[config.mk]
export PLATFORM = sky130hd
export DESIGN_NAME = au_dispatch_ctrl
export DESIGN_NICKNAME = d
export VERILOG_FILES = /design/src/rtl/au_dispatch_ctrl.sv
export SDC_FILE = /design/constraint.sdc
export NUM_CORES = 1
export LEC_CHECK = 0
export CAP_MARGIN = 15
export CORE_ASPECT_RATIO = 0.5
export CORE_UTILIZATION = 30
export DETAILED_ROUTE_END_ITERATION = 10
export MAX_ROUTING_LAYER = met4
export PLACE_DENSITY_LB_ADDON = 0.08
export SETUP_SLACK_MARGIN = 0.2
export SLEW_MARGIN = 10
export SYNTH_ARGS = -nofsm -noshare
export SYNTH_HDL_FRONTEND = slang
export SYNTH_SLANG_ARGS = --single-unit
[constraint.sdc]
create_clock -name Global_clk -period 5 [get_ports Global_clk]
set_clock_uncertainty 0.2 [all_clocks]
set_input_delay 1 -clock Global_clk [delete_from_list [all_inputs] [get_ports Global_clk]]
set_output_delay 1 -clock Global_clk [all_outputs]
set_load 0.02 [all_outputs]
[src/rtl/au_dispatch_ctrl.sv]
// au_dispatch_ctrl: issues opcode/operand requests to the AU and returns its captured result
`ifndef DATA_WIDTH
`define DATA_WIDTH 16
`endif
`ifndef OPCODE_WIDTH
`define OPCODE_WIDTH 3
`endif
`ifndef NOP
`define NOP 3'd0
`endif
`ifndef ADD
`define ADD 3'd1
`endif
`ifndef SUB
`define SUB 3'd2
`endif
`ifndef MULT
`define MULT 3'd3
`endif
`ifndef DIV
`define DIV 3'd4
`endif
module au_dispatch_ctrl #(
  parameter int DATA_WIDTH = `DATA_WIDTH,
  parameter int OPCODE_WIDTH = `OPCODE_WIDTH,
  parameter int EN_HIGH_CYCLES = 2,
  parameter int SETTLE_CYCLES = 1
) (
  input  logic                    Global_clk,
  input  logic                    Global_reset,
  input  logic                    req_valid,
  output logic                    req_ready,
  input  logic [OPCODE_WIDTH-1:0] req_opcode,
  input  logic [DATA_WIDTH-1:0]   req_op_a,
  input  logic [DATA_WIDTH-1:0]   req_op_b,
  output logic [OPCODE_WIDTH-1:0] Mode,
  output logic [DATA_WIDTH-1:0]   AU_in_1,
  output logic [DATA_WIDTH-1:0]   AU_in_2,
  output logic                    AU_op_enable,
  input  logic [DATA_WIDTH-1:0]   AU_out,
  output logic                    rsp_valid,
  input  logic                    rsp_ready,
  output logic [DATA_WIDTH-1:0]   rsp_data,
  output logic                    rsp_err,
  output logic [15:0]             stall_count
);
  localparam logic [2:0] IDLE = 3'd0, SETUP = 3'd1, FIRE = 3'd2, SETTLE = 3'd3, RESP = 3'd4;
  localparam logic [OPCODE_WIDTH-1:0] OP_NOP = OPCODE_WIDTH'(`NOP), OP_ADD = OPCODE_WIDTH'(`ADD),
    OP_SUB = OPCODE_WIDTH'(`SUB), OP_MULT = OPCODE_WIDTH'(`MULT), OP_DIV = OPCODE_WIDTH'(`DIV);
  localparam int CMAX = EN_HIGH_CYCLES > SETTLE_CYCLES ? EN_HIGH_CYCLES : SETTLE_CYCLES;
  localparam int CW = $clog2(CMAX) + 1;
  localparam logic [CW-1:0] EN_LAST = CW'(EN_HIGH_CYCLES - 1), SET_LAST = CW'(SETTLE_CYCLES - 1);
  logic [2:0] state_q, state_d;
  logic [CW-1:0] cnt_q, cnt_d;
  logic live_q, en_q, en_d, rerr_q, rerr_d;
  logic [OPCODE_WIDTH-1:0] mode_q, mode_d;
  logic [DATA_WIDTH-1:0] in1_q, in1_d, in2_q, in2_d, rdata_q, rdata_d;
  logic [15:0] stall_q, stall_d;
  logic accept, is_nop, is_bad, load, err_acc, last, capture;
  // ready only once a clock has been seen after reset release, and only while idle
  assign req_ready = live_q && state_q == IDLE;
  assign accept = req_valid && req_ready;
  assign is_nop = req_opcode == OP_NOP;
  assign is_bad = (req_opcode == OP_DIV && req_op_b == '0) ||
                  !(req_opcode inside {OP_ADD, OP_SUB, OP_MULT, OP_DIV});
  assign load = accept && !is_nop && !is_bad;
  assign err_acc = accept && !is_nop && is_bad;
  assign last = cnt_q == (state_q == FIRE ? EN_LAST : SET_LAST);
  assign capture = state_q == SETTLE && last;
  assign Mode = mode_q;
  assign AU_in_1 = in1_q;
  assign AU_in_2 = in2_q;
  assign AU_op_enable = en_q;
  assign rsp_valid = state_q == RESP;
  assign rsp_data = rdata_q;
  assign rsp_err = rerr_q;
  assign stall_count = stall_q;
  // sequencing: operands settle a full cycle, enable held, result sampled after settle
  always_comb begin
    state_d = state_q;
    case (state_q)
      IDLE:    state_d = !accept || is_nop ? IDLE : is_bad ? RESP : SETUP;
      SETUP:   state_d = FIRE;
      FIRE:    state_d = last ? SETTLE : FIRE;
      SETTLE:  state_d = last ? RESP : SETTLE;
      RESP:    state_d = rsp_ready ? IDLE : RESP;
      default: state_d = IDLE;
    endcase
  end
  // datapath next-state: enable is registered so the strobe never glitches
  always_comb begin
    cnt_d = (state_q == FIRE || state_q == SETTLE) && !last ? cnt_q + CW'(1) : '0;
    en_d = state_d == FIRE;
    mode_d = load ? req_opcode : mode_q;
    in1_d = load ? req_op_a : in1_q;
    in2_d = load ? req_op_b : in2_q;
    rdata_d = err_acc ? '0 : capture ? AU_out : rdata_q;
    rerr_d = err_acc ? 1'b1 : capture ? 1'b0 : rerr_q;
    stall_d = accept && is_nop && stall_q != 16'hFFFF ? stall_q + 16'd1 : stall_q;
  end
  // state registers; reset abandons any in-flight operation
  always_ff @(posedge Global_clk or posedge Global_reset)
    if (Global_reset) begin
      state_q <= IDLE;
      cnt_q <= '0;
      live_q <= 1'b0;
      en_q <= 1'b0;
      mode_q <= OP_NOP;
      in1_q <= '0;
      in2_q <= '0;
      rdata_q <= '0;
      rerr_q <= 1'b0;
      stall_q <= '0;
    end else begin
      state_q <= state_d;
      cnt_q <= cnt_d;
      live_q <= 1'b1;
      en_q <= en_d;
      mode_q <= mode_d;
      in1_q <= in1_d;
      in2_q <= in2_d;
      rdata_q <= rdata_d;
      rerr_q <= rerr_d;
      stall_q <= stall_d;
    end
endmodule
==> results.txt <==
Syn Inst Count -> 287
HPWL Detailed -> 5680 um
Resize count post-CTS -> 0
min Tclk post-route -> 3360 ps
Placed Cells -> 545
Logic pwr share -> 0.405
first-pass iteration count of the detailed router -> 4
Final ANT Viol Nets -> 0
most frequent cells in the layout -> 125 x clkdlybuf4s50_1, 85 x nand2_1, 75 x dfrtp_1
setup violators final -> 0
routability cong. -> 0.809
sw power -> 0.000916 W
layout cells sized above 1 -> 0.0974
sequential fraction of design power -> 0.359
Critical Path AT -> 3380 ps
Starting Density -> 0.310
Seq. cell area -> 1880 sq um
Slew @ Worst Pin -> 707 ps
initial antenna violation count -> 0
fin nets -> 472
total global routing overflow -> 0
#FFs+latches synth -> 75
CTS Buffer Depth -> 2
final period utilization -> 0.673
count of buffers from port buffering -> 125
startpoint types -> input pin
unrepaired setup endpoints after global routing -> false
Pint -> 0.00177 W
# rows -> 26
synthesis-to-layout area growth -> 52.8%
drt total wl -> 7750 um
first-pass GRT wire length -> 12400 um
fillcell total -> 945
most common cell after layout, fill and taps aside -> clkdlybuf4s50_1
prevailing post-synth register cell -> dfrtp_1
Pwr Density -> 554 nW/um^2
Worst setup EP type -> flop
die width -> 148 um
Post-Syn Nets -> 343
Slew HR -> 0.528
Worst-path clk slew -> 60 ps
worst min-delay path class -> flop to flop
Final Max Tran Viols -> 0
crit-path max FO -> 26
Lkg Pwr -> 2.14 nW
Yosys cell types -> 39
final instance area -> 4860 sq um
Mapped Area -> 3180 sq um
die area -> 11000 sq um
H-tree depth -> 3
setup bufs post-CTS -> 0
warnings from Yosys -> 0
clock group share of total power -> 0.236
DR vias -> 2504
largest net degree at the start of global routing -> 44
Switching Share -> 0.340
GRT Overall Usage -> 0.153
area of the multi-input gates -> 1230 sq um
post-synthesis sequential area ratio -> 0.590
average cell area after synthesis -> 11.1 sq um
final instance count without filler cells -> 561
final hold slack -> 268 ps
max frequency -> 297 MHz
drt wl/cell -> 13.8 um
First DRT Iteration DRCs -> 82
critical path type -> input pin to flop
vias in the first global route -> 2454
Max VDD drop -> 0.220 mV
final core occ -> 0.474
Max Cap Viol -> 0
Antenna Cells -> 0
ys async rst share -> 1.00
hold_buf cts -> 0
final hold violations -> 0
number of synthesized flops with an enable pin -> 0
CTS tree -> yes
CTS root buffer -> clkbuf_16
core area -> 10200 sq um
outcome -> finished, final reports clean
clk_lat worst skew -> 330 ps
WP data required -> 5010 ps
DP Area -> 4560 sq um
Die H -> 74.8 um
vias per inst -> 4.46
DR DRC count -> 0
setup TNS after final layout -> 0 ps
Top Ports -> 126
CTS buffer count -> 9
Clock Sink Count -> 75
kinds of logic (layout without fill, tap and decap cells):
kind of cell | count (synthesis) | in the layout | share of synthesized area
flops | 75 | 75 | 0.590
simple gates | 133 | 133 | 0.191
buf+inv | 13 | 147 | 0.0240
compound gates | 30 | 30 | 0.0685
fa+ha+maj | 1 | 1 | 0.00393
other cells | 1 | 1 | 0.00118
mux | 20 | 20 | 0.0830
xor+xnor | 14 | 14 | 0.0386
cell usage after synthesis (6+ instances only):
library cell	count	share of area
dfrtp_1	75	0.59
mux2_2	7	0.025
mux2_4	11	0.052
nand2_1	85	0.10
nand3_1	12	0.019
nor2_1	8	0.0094
nor3_1	8	0.013
o21ai_0	18	0.028
xnor2_1	8	0.022
xor2_1	6	0.017
critical path: stages:
cell	delay [ps]
clkdlybuf4s50_1	480
nor3_1	340
and4b_1	460
o31ai_4	240
buf_4	440
mux2_2	380
final cells by class:
| class | instances | area share |
|---|---|---|
| clock buffer | 11 | 0.0479 |
| inverter | 4 | 0.00309 |
| sequential | 75 | 0.386 |
| multi-input combinational | 199 | 0.253 |
| timing repair buffer | 127 | 0.261 |
| tap | 140 | 0.0360 |
| clock inverter | 5 | 0.0129 |
registers in the layout, summed over array words and instances (netlist names), 2 cells and up:
| signal | flops |
|---|---|
| AU_in_1 | 16 |
| AU_in_2 | 16 |
| rsp_data | 16 |
| stall_count | 16 |
| Mode | 3 |
| state_q | 3 |
| cnt_q | 2 |
worst paths after layout:
path                       cells past startpoint  slack, ps      endpoint           from
hold reg to reg                                2        270    AU_in_2[5]     AU_in_2[5]
min in group asynchronous                      2        910  rsp_data[12]   Global_reset
hold / removal                                 2        270    AU_in_2[5]     AU_in_2[5]
setup / recovery                               6       1640   AU_in_1[15]  req_opcode[0]
setup reg to reg                               5       2200    AU_in_1[6]     state_q[2]
max in group asynchronous                      3       2670    AU_in_2[4]   Global_reset
metrics by stage:
stage,setup slack (ps),total power (W)
floorplan,1890,0.00153
global placement,1400,0.00206
detailed placement,1290,0.00208
CTS,1650,0.00273
global route,1460,0.00285
finish,1640,0.00269
per-layer routing:
layer  track usage  up-vias  part of all wire
met2         0.239       66              0.46
met5             -        -                 0
met1         0.189     1206              0.47
li1              -     1226                 -
met3        0.0527        6             0.062
met4        0.0504        0            0.0084
power groups by stage:
stage                     Combinational, W  Clock (W)  Sequential (W)
after floorplan                   0.000316          0         0.00121
after global placement             0.00110          0        0.000969
after detailed placement           0.00110          0        0.000975
after CTS                          0.00111   0.000658        0.000968
after global routing               0.00117   0.000684        0.000994
final                              0.00109   0.000635        0.000966
(Power assumes the default switching activity.)
